`config.mk`:
```
export PLATFORM = sky130hd
export DESIGN_NAME = grid_painter
export DESIGN_NICKNAME = d
export VERILOG_FILES = /design/src/rtl/grid_painter.sv
export SDC_FILE = /design/constraint.sdc
export NUM_CORES = 1
export LEC_CHECK = 0
export BUFFER_PORTS_ARGS = -buffer_cell sky130_fd_sc_hd__buf_2
export CORE_MARGIN = 5
export CORE_UTILIZATION = 35
export DETAILED_ROUTE_END_ITERATION = 7
export PLACE_DENSITY = 0.64
export RECOVER_POWER = 50
export SETUP_SLACK_MARGIN = 0.2
export SYNTH_ARGS = -nofsm -noshare
export SYNTH_HDL_FRONTEND = slang
export SYNTH_SLANG_ARGS = --single-unit
```
`constraint.sdc`:
```
create_clock -name clk -period 2.1 [get_ports clk]
set_input_delay 0.105 -clock clk [delete_from_list [all_inputs] [get_ports clk]]
set_output_delay 0.105 -clock clk [all_outputs]
set_load 0.03 [all_outputs]
```
`src/rtl/grid_painter.sv`:
```
// rtl/grid_painter.sv - raster pixel generator for screen clear, board grid and cell fill
// One pixel per clock into the VGA adapter plot port; start/done is a level handshake.
module grid_painter #(
  parameter int SCR_W  = 320,
  parameter int SCR_H  = 240,
  parameter int X_W    = 9,
  parameter int Y_W    = 8,
  parameter int GRID_N = 10,
  parameter int CELL   = 20,
  parameter int X0     = 60,
  parameter int Y0     = 20,
  parameter int IDX_W  = 4
) (
  input  logic             clk,
  input  logic             rst,
  input  logic             start,
  input  logic [1:0]       mode,
  input  logic [2:0]       colour,
  input  logic [2:0]       line_colour,
  input  logic [IDX_W-1:0] row,
  input  logic [IDX_W-1:0] col,
  output logic             busy,
  output logic             done,
  output logic             err,
  output logic [X_W-1:0]   vga_x,
  output logic [Y_W-1:0]   vga_y,
  output logic [2:0]       vga_colour,
  output logic             vga_plot
);

  localparam int PH_W = (CELL > 2) ? $clog2(CELL) : 1;
  localparam logic [PH_W-1:0] PH_LAST = PH_W'(CELL - 1);
  localparam logic [1:0] M_BRD  = 2'b01;
  localparam logic [1:0] M_CELL = 2'b10;
  localparam logic [1:0] M_RSV  = 2'b11;
  localparam logic [X_W-1:0] X0_C = X_W'(X0);
  localparam logic [X_W-1:0] CELL_X = X_W'(CELL);
  localparam logic [X_W-1:0] BOARD_X = X_W'(GRID_N * CELL);
  localparam logic [X_W-1:0] SCRX_MAX = X_W'(SCR_W - 1);
  localparam logic [X_W-1:0] X_ONE = X_W'(1);
  localparam logic [Y_W-1:0] Y0_C = Y_W'(Y0);
  localparam logic [Y_W-1:0] CELL_Y = Y_W'(CELL);
  localparam logic [Y_W-1:0] BOARD_Y = Y_W'(GRID_N * CELL);
  localparam logic [Y_W-1:0] SCRY_MAX = Y_W'(SCR_H - 1);
  localparam logic [Y_W-1:0] Y_ONE = Y_W'(1);

  typedef enum logic [1:0] {IDLE, RUN, DONE} state_t;

  state_t          state_q;
  logic [1:0]      mode_q;
  logic [2:0]      fill_q, line_q, vga_colour_q;
  logic [X_W-1:0]  xmax_q, xmin_q, vga_x_q;
  logic [Y_W-1:0]  ymax_q, vga_y_q;
  logic [PH_W-1:0] px_q, py_q;
  logic            busy_q, done_q, err_q, vga_plot_q;

  logic [X_W-1:0]  win_xmin, win_xmax, cell_x, x_d;
  logic [Y_W-1:0]  win_ymin, win_ymax, cell_y, y_d;
  logic [PH_W-1:0] px_d, py_d, px_step, py_step;
  logic [2:0]      colour_d;
  logic            req_bad, x_end, last;

  // Window bounds for the request currently on the inputs, used only at latch time.
  always_comb begin
    cell_x   = X0_C + X_W'(col) * CELL_X;
    cell_y   = Y0_C + Y_W'(row) * CELL_Y;
    win_xmin = '0;
    win_xmax = SCRX_MAX;
    win_ymin = '0;
    win_ymax = SCRY_MAX;
    case (mode)
      M_BRD: begin
        win_xmin = X0_C;
        win_xmax = X0_C + BOARD_X;
        win_ymin = Y0_C;
        win_ymax = Y0_C + BOARD_Y;
      end
      M_CELL: begin
        win_xmin = cell_x + X_ONE;
        win_xmax = cell_x + CELL_X - X_ONE;
        win_ymin = cell_y + Y_ONE;
        win_ymax = cell_y + CELL_Y - Y_ONE;
      end
      default: ;
    endcase
    req_bad = (mode == M_RSV) ||
              ((mode == M_CELL) && ((32'(row) >= GRID_N) || (32'(col) >= GRID_N)));
  end

  // Next raster position; phase counters track the offset modulo CELL without a divider.
  always_comb begin
    x_end   = (vga_x_q == xmax_q);
    last    = x_end && (vga_y_q == ymax_q);
    px_step = (px_q == PH_LAST) ? '0 : px_q + 1'b1;
    py_step = (py_q == PH_LAST) ? '0 : py_q + 1'b1;
    if (x_end) begin
      x_d  = xmin_q;
      px_d = '0;
      y_d  = vga_y_q + 1'b1;
      py_d = py_step;
    end else begin
      x_d  = vga_x_q + 1'b1;
      px_d = px_step;
      y_d  = vga_y_q;
      py_d = py_q;
    end
    colour_d = ((mode_q == M_BRD) && ((px_d == '0) || (py_d == '0))) ? line_q : fill_q;
  end

  always_ff @(posedge clk or posedge rst) begin
    if (rst) begin
      state_q      <= IDLE;
      mode_q       <= '0;
      fill_q       <= '0;
      line_q       <= '0;
      xmin_q       <= '0;
      xmax_q       <= '0;
      ymax_q       <= '0;
      px_q         <= '0;
      py_q         <= '0;
      vga_x_q      <= '0;
      vga_y_q      <= '0;
      vga_colour_q <= '0;
      vga_plot_q   <= 1'b0;
      busy_q       <= 1'b0;
      done_q       <= 1'b0;
      err_q        <= 1'b0;
    end else begin
      case (state_q)
        IDLE: if (start) begin
          mode_q <= mode;
          fill_q <= colour;
          line_q <= line_colour;
          xmin_q <= win_xmin;
          xmax_q <= win_xmax;
          ymax_q <= win_ymax;
          if (req_bad) begin
            state_q <= DONE;
            done_q  <= 1'b1;
            err_q   <= 1'b1;
          end else begin
            state_q      <= RUN;
            busy_q       <= 1'b1;
            vga_plot_q   <= 1'b1;
            vga_x_q      <= win_xmin;
            vga_y_q      <= win_ymin;
            px_q         <= '0;
            py_q         <= '0;
            vga_colour_q <= (mode == M_BRD) ? line_colour : colour;
          end
        end
        RUN: if (last) begin
          state_q    <= DONE;
          busy_q     <= 1'b0;
          vga_plot_q <= 1'b0;
          done_q     <= 1'b1;
        end else begin
          vga_x_q      <= x_d;
          vga_y_q      <= y_d;
          px_q         <= px_d;
          py_q         <= py_d;
          vga_colour_q <= colour_d;
        end
        DONE: if (!start) begin
          state_q <= IDLE;
          done_q  <= 1'b0;
          err_q   <= 1'b0;
        end
        default: state_q <= IDLE;
      endcase
    end
  end

  assign busy       = busy_q;
  assign done       = done_q;
  assign err        = err_q;
  assign vga_x      = vga_x_q;
  assign vga_y      = vga_y_q;
  assign vga_colour = vga_colour_q;
  assign vga_plot   = vga_plot_q;

endmodule
```
==> impl_results.md, run 1 <==
- Outcome: complete, no violations
- Fill count: around 1,200
- All-Layer GR Usage: 16.58%
- Syn avg cell area: 8.847 um2
- Area after DPL: slightly above 0.005 mm2
- Top-count cell post-synth: nand2_1
- Top cell type by total area after synthesis: dfrtp_1
- Via Count: approximately 4,000
- CTS Sinks: 65
- Post-synth ARST share: 100.0%
- Final #Nets: 630
- Area of the multi-input gates: 0.002766 mm2
- Met1 track demand over resource: 21.49%
- Min-Delay Path Depth: 2
- Final ANT Viol Nets: 0
- Num CTS Buffers: 9
- Xor and xnor area share after synthesis: under 10%
- Synth Area in Compound Gates: between 20 and 25%
- Placer congestion estimate: between 0.8 and 0.9
- DRC marker count from the first detailed-route iteration: 305
- Routed wire length: 12,060 um
- TNS Setup: 0 ns
- Post-synth top area share: 37.22%
- Vias in the first global route: roughly 4,000
- Fmax: 500.9 MHz
- Initial antenna violation count: 0
- Drc violations: 0
- Starting Density: 36.08%
- Dpl hpwl: 8809 um
- Cell area after layout: 0.005784 mm2
- CTS root buf: clkbuf_16
- Met3 GRT Util: 3.621%
- Setup crit start kind: flop
- Yosys warnings: 0
- Register area share after synthesis: a little under two fifths
- Synth top cells by count: nand2_1, dfrtp_1, o21ai_0
- Pin count of the biggest net entering global routing: 41
- CP Capture Type: flop
- Input/output buffers: 42
- Arrival @ worst endpoint: 2.20 ns
- Largest family of logic cells by synthesized area: compound AO/OA/AOI/OAI gates
- Worst Path Required: around 2.3 ns
- Skew final: just over 0.008 ns
- Total of max-cap violations: 0
- Synth unique cells: 65
- Post-synth EDFFs: 0
- Max Slew Vio Count: 0
- Routed length per instance: around 16 um
- Setup CP Type: flop to flop
- Slew headroom: 43.02%
- Worst Reg2Reg Path Length in Cells: 6
- Post-synthesis simple-gate area fraction: 19.47%
- Synth Cell Area: 0.004370 mm2
- Setup violators final: 0
- Die Y: 121.7 um
- Gr busiest metal: met2
- Met2 usage: 28.38%
- Synth Instances: a little under 500
- Crit-path max FO: 5
- Max IR drop VDD: ~0.6 mV
- Power per cell area: 1449 mW/mm2
- Final Util: a little under half
- Core box area: roughly 0.012 mm2
- LEAKAGE: 2.527 nW
- Layout cells sized above 1: 27.82%
- Clock Tree Buf Depth: 2
- Synthesized flop and latch total: 65
- Hold crit path type: input pin to flop
- Period minus WS final: 1.996 ns
- Main synth FF type: dfrtp_1
- Synth Area in Adders: 6.928%
- CTS tree: built
- FF/Latch Area: 0.001644 mm2
- Clock transition at path regs: 0.06 ns
- Syn Nets: 536
- Final period utilization: between 90% and 100%
- Hold Violations, Final: 0
- H-tree depth: 3
- Die span in x: between 100 and 150 um
- Synth area leaders: dfrtp_1, nand2_1, ha_1
- Overflow after GRT: 0
- Pre-Repair DR Iteration Count: 4
- Global-route wire length before repair: 19,790 um
- FP Rows: 40
- Via/cell ratio: 5.269
- RSZ-0062 raised after global routing: true
- Worst-Margin Slew: 0.8547 ns
- Io pins: 43
- Growth of design area from synthesis to finish: 32.35%
- Mux cell area share after synthesis: ~2.8%
- Diodes inserted: 0
- Clock Latency Late Sink: around 0.33 ns
- Die area: 0.01482 mm2
[cells in the final DEF (no fill, tap or decap), types with 9 or more instances in the layout]
cell type	n
nand3_1	16
clkbuf_1	14
nand2_1	71
nor2_1	16
a31oi_1	14
dfrtp_2	14
inv_1	13
xor2_1	11
o21ai_0	33
buf_2	29
nand4_1	9
buf_4	55
clkbuf_16	9
ha_1	20
xnor2_1	20
dfrtp_1	51
mux2i_1	9
a21oi_1	25
nand2b_1	9
[final timing paths]
| path | endpoint | slack (ns) | start |
|---|---|---|---|
| max reg2reg | vga_colour[0] | 0.10 | vga_y[0] |
| max in group asynchronous | xmax_q[1] | 0.94 | rst |
| max | vga_colour[0] | 0.10 | vga_y[0] |
| min in group asynchronous | px_q[0] | 0.56 | rst |
| min | done | 0.06 | start |
| min reg2reg | mode_q[1] | 0.47 | mode_q[1] |
[layout make-up]
cell class              instances  share of cell area (%)
flip-flops and latches         65                   28.42
multi-input cells             386                   47.83
well taps                     168                   3.634
clock buffers                  11                   4.196
clock inverters                 5                   1.774
repair buffers                111                   13.13
inverters                      15                   1.017
[registers in the layout, indices dropped and copies added, names as in the netlist]
signal      cells
xmax_q          8
xmin_q          8
vga_plot        1
ymax_q          6
vga_x           9
vga_colour      3
vga_y           8
py_q            5
state_q         2
px_q            5
mode_q          2
done            1
line_q          3
err             1
fill_q          3
[routing by layer]
| layer | up-vias | part of all wire, % |
|---|---|---|
| met5 | - | 0 |
| met4 | 0 | 1.1 |
| met3 | 10 | 3.6 |
| met2 | 75 | 50 |
| met1 | 1942 | 46 |
| li1 | 1983 | - |
[logic make-up (layout without fill, tap and decap cells)]
family,after synthesis,in the layout
AOI/OAI and AO/OA,143,143
muxes,12,12
buffers and inverters,43,142
xor gates and xnor gates,36,36
adders and majority gates,23,23
and+or+nand+nor,172,172
DFF,65,65
[worst max-delay path, stage by stage (launching register included)]
cell	delay, ns
dfrtp_2	0.43
nor3_2	0.21
nor2_2	0.09
or4_4	0.58
o41a_1	0.35
o211ai_1	0.09
nand3_1	0.10
[repair_timing]
item / 4_1_cts / 5_1_grt
buffers inserted: 6 / 7
pin swaps: 6 / 16
resized for setup: 9 / 26
hold buffers: 7 / 0
setup endpoints to repair: 22 / 28
hold endpoints to repair: 71 / 0
[stage by stage]
stage / hold slack [ns] / cells / setup slack (ns) / total power (W)
floorplan: 0.2104 / 494 / 0.1183 / 0.004854
global placement: 0.2284 / 725 / -0.04594 / 0.006031
detailed placement: 0.2392 / 725 / -0.1031 / 0.006124
CTS: 0.04239 / 754 / 0.08185 / 0.008082
global route: 0.04970 / 761 / 0.001994 / 0.008929
finish: 0.05502 / 761 / 0.1035 / 0.008384
[power breakdown]
part           total, W  switching [W]  internal, W
logic           0.00434        0.00249      0.00184
clock network   0.00174       0.000552      0.00119
registers       0.00231       0.000516      0.00179
(Power assumes the default switching activity.)
==> run 2, diff against run 1 <==
--- a/config.mk
+++ b/config.mk
@@ -10,7 +10,7 @@
 export CORE_UTILIZATION = 35
 export DETAILED_ROUTE_END_ITERATION = 7
 export PLACE_DENSITY = 0.64
-export RECOVER_POWER = 50
+export RECOVER_POWER = 25
 export SETUP_SLACK_MARGIN = 0.2
 export SYNTH_ARGS = -nofsm -noshare
 export SYNTH_HDL_FRONTEND = slang
==> impl_results.md, run 2 (synthesis gave the netlist of run 1 again) <==
- Outcome: complete, no violations
- DRT met1 WL: 5512 um (about the same)
- Total of max-cap violations: 0 (unchanged)
- Initial antenna violation count: 0 (unchanged)
- TNS Setup: 0 ns (unchanged)
- Final Util: 47.88% (+0.12 points)
- Most common cell after layout, fill and taps aside: nand2_1
- Hold Violations, Final: 0 (unchanged)
- Diodes inserted: 0 (unchanged)
- Io pins: 43 (unchanged)
- Routed wire length: 12,040 um (-0.14%)
- CTS tree: built
- Via Count: 4,016 (+0.15%)
- Arrival @ worst endpoint: 2.20 ns (about the same)
- DRC marker count from the first detailed-route iteration: 305 (unchanged)
- Setup violators final: 0 (unchanged)
- Die area: 0.01482 mm2 (unchanged)
- Slew headroom: 42.96% (-0.057 points)
- Placer congestion estimate: 0.8235 (unchanged)
- Global-route wire length before repair: 19,790 um (unchanged)
- CP Capture Type: flop
- Max Slew Vio Count: 0 (unchanged)
- Hold_ws: 0.05513 ns (+0.0001098 ns)
- Met3 wire len: 415 um (-4.8%)
- Clock transition at path regs: 0.06 ns (about the same)
- All-Layer GR Usage: 16.58% (unchanged)
- Die Y: 121.7 um (unchanged)
- Period minus WS final: 1.999 ns (+0.002230 ns)
- Layout cells sized above 1: 29.85% (+2.0 points)
- Met2 routed WL: 5986 um (+0.12%)
- Growth of design area from synthesis to finish: 32.69%
- Overflow after GRT: 0 (unchanged)
- CTS root buf: clkbuf_16
- Pin count of the biggest net entering global routing: 41 (unchanged)
- Drc violations: 0 (unchanged)
- Fmax: 500.3 MHz (-0.11%)
- Setup crit start kind: flop
- Placement Setup Slack: -0.1031 ns (unchanged)
- H-tree depth: 3 (unchanged)
- RSZ-0062 raised after global routing: true
- Most frequent cells in the layout: nand2_1, buf_4, dfrtp_1, buf_2, o21ai_0
- Dpl hpwl: 8809 um (unchanged)
- Input/output buffers: 42 (unchanged)
- Top layer in use: met4
- Setup CP Type: flop to flop
- Core box area: 0.01211 mm2 (unchanged)
- Clock Tree Buf Depth: 2 (unchanged)
- Final #Nets: 630 (unchanged)
- Vias in the first global route: 4,007 (unchanged)
- Worst Path Required: 2.30 ns (about the same)
- Power per cell area: 1449 mW/mm2 (about the same)
- LEAKAGE: 2.558 nW (+1.2%)
- Die span in x: 121.7 um (unchanged)
- Max reg flops: 9 (unchanged)
- Worst-Margin Slew: 0.8556 ns (+0.0008532 ns)
- FP Rows: 40 (unchanged)
- Starting Density: 36.08% (unchanged)
- Skew final: 0.008895 ns (+0.0008120 ns)
- Crit-path max FO: 5 (unchanged)
- Num CTS Buffers: 9 (unchanged)
- Final ANT Viol Nets: 0 (unchanged)
- Routed length per instance: 15.82 um (-0.14%)
- Clock Latency Late Sink: 0.33 ns (about the same)
- Pre-Repair DR Iteration Count: 4 (unchanged)
- Final period utilization: 95.18% (+0.11 points)
- Via/cell ratio: 5.277 (+0.15%)
- Hold crit path type: input pin to flop
- Setup ws final: 0.1013 ns (-0.002230 ns)
- CTS Sinks: 65 (unchanged)
- Max IR drop VDD: 0.6011 mV (about the same)
run 2: cell count changes in the layout (fill, tap and decap cells not counted), sizes merged:
cell    previous run  this run
clkbuf            26        14
buf               89       101
run 2: layout make-up:
cell class	instances	area, um2
fillers	1162	6312
multi-input cells	386	2766
flip-flops and latches	65	1644
repair buffers	111	774.5
clock buffers	11	242.7
well taps	168	210.2
clock inverters	5	102.6
inverters	15	58.81
run 2: per-layer routing:
metal	GRT usage (%)	up-vias
li1	-	1985
met1	21.49	1949
met2	28.38	72
met3	3.621	10
met4	3.641	0
met5	0	-
run 2: critical path, cell delays in order (launching register included):
cell	delay, ns
dfrtp_2	0.43
nor3_2	0.21
nor2_2	0.09
or4_4	0.58
o41a_1	0.35
o211ai_1	0.09
nand3_1	0.10
run 2: what timing repair did:
item | CTS | global route
buffers inserted | 6 | 7
endpoints found under the setup margin | 22 | 28
pin swaps | 6 | 16
resized for setup | 9 | 26
cloned | 0 | 0
endpoints found under the hold margin | 71 | 0
hold buffers | 7 | 0
run 2: worst paths after layout:
| kind | startpoint | end | slack, ns | cells past startpoint |
|---|---|---|---|---|
| max in group asynchronous | rst | xmax_q[1] | 0.94 | 4 |
| hold / removal | start | done | 0.06 | 2 |
| hold reg to reg | mode_q[1] | mode_q[1] | 0.47 | 2 |
| setup reg to reg | vga_y[0] | vga_colour[0] | 0.10 | 6 |
| setup / recovery | vga_y[0] | vga_colour[0] | 0.10 | 6 |
| min in group asynchronous | rst | px_q[0] | 0.56 | 4 |
run 2: power by group:
group          switching (W)  internal (W)
Sequential          0.000512       0.00179
Clock               0.000553       0.00119
Combinational        0.00249       0.00186
run 2: metrics by stage:
step                cell area (um2)  total power [W]  std cells
global placement               5122         0.006031        725
finish                         5799         0.008402        761
detailed placement             5122         0.006124        725
CTS                            5627         0.008082        754
floorplan                      4448         0.004854        494
global route                   5799         0.008947        761
==> run 3, diff against run 2 <==
--- a/config.mk
+++ b/config.mk
@@ -9,6 +9,7 @@
 export CORE_MARGIN = 5
 export CORE_UTILIZATION = 35
 export DETAILED_ROUTE_END_ITERATION = 7
+export MAX_ROUTING_LAYER = met4
 export PLACE_DENSITY = 0.64
 export RECOVER_POWER = 25
 export SETUP_SLACK_MARGIN = 0.2
==> impl_results.md, run 3 (synthesis gave the netlist of run 1 again) <==
- Area after DPL: 0.005122 mm2 (unchanged)
- Worst path slowest cell: or4_4
- Num CTS Buffers: 9 (unchanged)
- All-Layer GR Usage: 17.07% (+0.49 points)
- Period minus WS final: 2.007 ns (+0.008745 ns)
- Fmax: 498.1 MHz (-0.44%)
- Hold_ws: 0.05520 ns (+0.00007400 ns)
- Diodes inserted: 0 (unchanged)
- CP cell instances: nor3_2 -> nor2_2 -> or4_4 -> o41a_1 -> o211ai_1 -> nand3_1
- Routed length per instance: 15.88 um (+0.37%)
- CP Capture Type: flop
- Hold crit path type: input pin to flop
- H-tree depth: 3 (unchanged)
- Final period utilization: 95.59% (+0.42 points)
- Max IR drop VDD: 0.6014 mV (about the same)
- Dpl hpwl: 8809 um (unchanged)
- Via Count: 4,043 (+0.67%)
- Overflow after GRT: 0 (unchanged)
- Final Util: 48.16% (+0.28 points)
- Fill count: 1,156 (-0.52%)
- Input/output buffers: 42 (unchanged)
- Vias in the first global route: 3,994 (-0.32%)
- Setup CP Type: flop to flop
- Final #Nets: 634 (+0.63%)
- Crit-path max FO: 5 (unchanged)
- Hold Violations, Final: 0 (unchanged)
- Worst Path Required: 2.29 ns (about the same)
- Worst-Margin Slew: 0.8478 ns (-0.007752 ns)
- Skew final: 0.01214 ns (+0.003246 ns)
- Most common cell after layout, fill and taps aside: nand2_1
- Max Slew Vio Count: 0 (unchanged)
- CTS root buf: clkbuf_16
- CTS Sinks: 65 (unchanged)
- Via/cell ratio: 5.285 (+0.15%)
- Final ANT Viol Nets: 0 (unchanged)
- Starting Density: 36.08% (unchanged)
- Power per cell area: 1446 mW/mm2 (-0.21%)
- Routed wire length: 12,150 um (+0.90%)
- Sw Share: 42.33% (about the same)
- FP Rows: 40 (unchanged)
- Power Total: 0.008433 W (+0.37%)
- LEAKAGE: 2.579 nW (+0.83%)
- Die area: 0.01482 mm2 (unchanged)
- Outcome: complete, no violations
- Clock Tree Buf Depth: 2 (unchanged)
- Core box area: 0.01211 mm2 (unchanged)
- P_sw: 0.003570 W (+0.34%)
- Arrival @ worst endpoint: 2.20 ns (about the same)
- Clock power frac: 20.6% (about the same)
- Layout cells sized above 1: 30.32% (+0.47 points)
- Clock transition at path regs: 0.06 ns (about the same)
- Clock Latency Late Sink: 0.33 ns (about the same)
- Combinational Power Share: 52.1% (+0.2 points)
- Slew headroom: 43.48% (+0.52 points)
- Global-route wire length before repair: 19,800 um (about the same)
- Initial antenna violation count: 0 (unchanged)
- Pin count of the biggest net entering global routing: 41 (unchanged)
- RSZ-0062 raised after global routing: true
- Reg power frac: 27.3% (about the same)
- Io pins: 43 (unchanged)
- Int Power: 0.004863 W (+0.39%)
- Placer congestion estimate: 0.8359 (+1.5%)
- CTS tree: built
- Drc violations: 0 (unchanged)
- Most frequent cells in the layout: nand2_1, buf_4, dfrtp_1, buf_2, o21ai_0
- Die span in x: 121.7 um (unchanged)
- Setup crit start kind: flop
- DRC marker count from the first detailed-route iteration: 314 (+3.0%)
- Pre-Repair DR Iteration Count: 5 (+1)
- Total of max-cap violations: 0 (unchanged)
- Max reg flops: 9 (unchanged)
- Cell area after layout: 0.005833 mm2 (+0.58%)
- Setup violators final: 0 (unchanged)
- CP max stage delay: 0.59 ns (about the same)
- Growth of design area from synthesis to finish: 33.47%
- Die Y: 121.7 um (unchanged)
-- run 3: cell count changes in the layout (fill, tap and decap cells not counted) --
cell   previous run  this run
buf_6             2         3
buf_4            55        58
-- run 3: cell type report --
type	instances	area [um2]	share of cell area, %
inverter	15	58.81	1.008
multi-input combinational	386	2766	47.43
clock inverter	5	102.6	1.759
timing repair buffer	115	808.3	13.86
clock buffer	11	242.7	4.161
sequential	65	1644	28.19
tap	168	210.2	3.604
-- run 3: what timing repair did --
action | CTS | global route
hold buffers | 7 | 0
cloned | 0 | 0
hold endpoints to repair | 71 | 0
buffers inserted | 6 | 11
resized for setup | 9 | 28
endpoints found under the setup margin | 22 | 28
pin swaps | 6 | 19
-- run 3: power by group through the flow --
stage,clock network (W),logic [W],registers [W]
global placement,0,0.00375,0.00228
floorplan,0,0.00227,0.00259
global route,0.00183,0.00477,0.00237
finish,0.00174,0.00439,0.00230
detailed placement,0,0.00382,0.00231
CTS,0.00177,0.00403,0.00228
-- run 3: through the flow --
stage | setup TNS, ns | cells | worst slack (ns)
2_1_floorplan | 0 | 494 | 0.1183
3_5_place_dp | -0.1549 | 725 | -0.1031
3_3_place_gp | -0.04594 | 725 | -0.04594
5_1_grt | -0.003511 | 765 | -0.003511
6_report | 0 | 765 | 0.09256
4_1_cts | 0 | 754 | 0.08185
-- run 3: per-layer routing --
layer  part of all wire (%)  track usage [%]  wire length, um  vias up
li1                       -                -                -     1988
met1                     46            21.55             5567     1978
met2                     50            28.35             6088       71
met3                    3.3            3.621              398        6
met4                   0.77            3.641               94        0
met5                      0                -                0        -
-- run 3: worst paths after layout --
| path | slack, ns | depth (start not counted) | from | end |
|---|---|---|---|---|
| max | 0.09 | 6 | vga_y[0] | vga_colour[0] |
| min | 0.06 | 2 | start | done |
| max reg2reg | 0.09 | 6 | vga_y[0] | vga_colour[0] |
| min reg2reg | 0.47 | 2 | mode_q[1] | mode_q[1] |
| max in group asynchronous | 0.95 | 4 | rst | xmax_q[1] |
| min in group asynchronous | 0.56 | 4 | rst | px_q[0] |
-- run 3: critical path, delay by kind of cell (launching register included) --
kind	cells	cell delay, ns
AOI/OAI and AO/OA	2	0.44
DFF	1	0.43
and+or+nand+nor	4	0.99
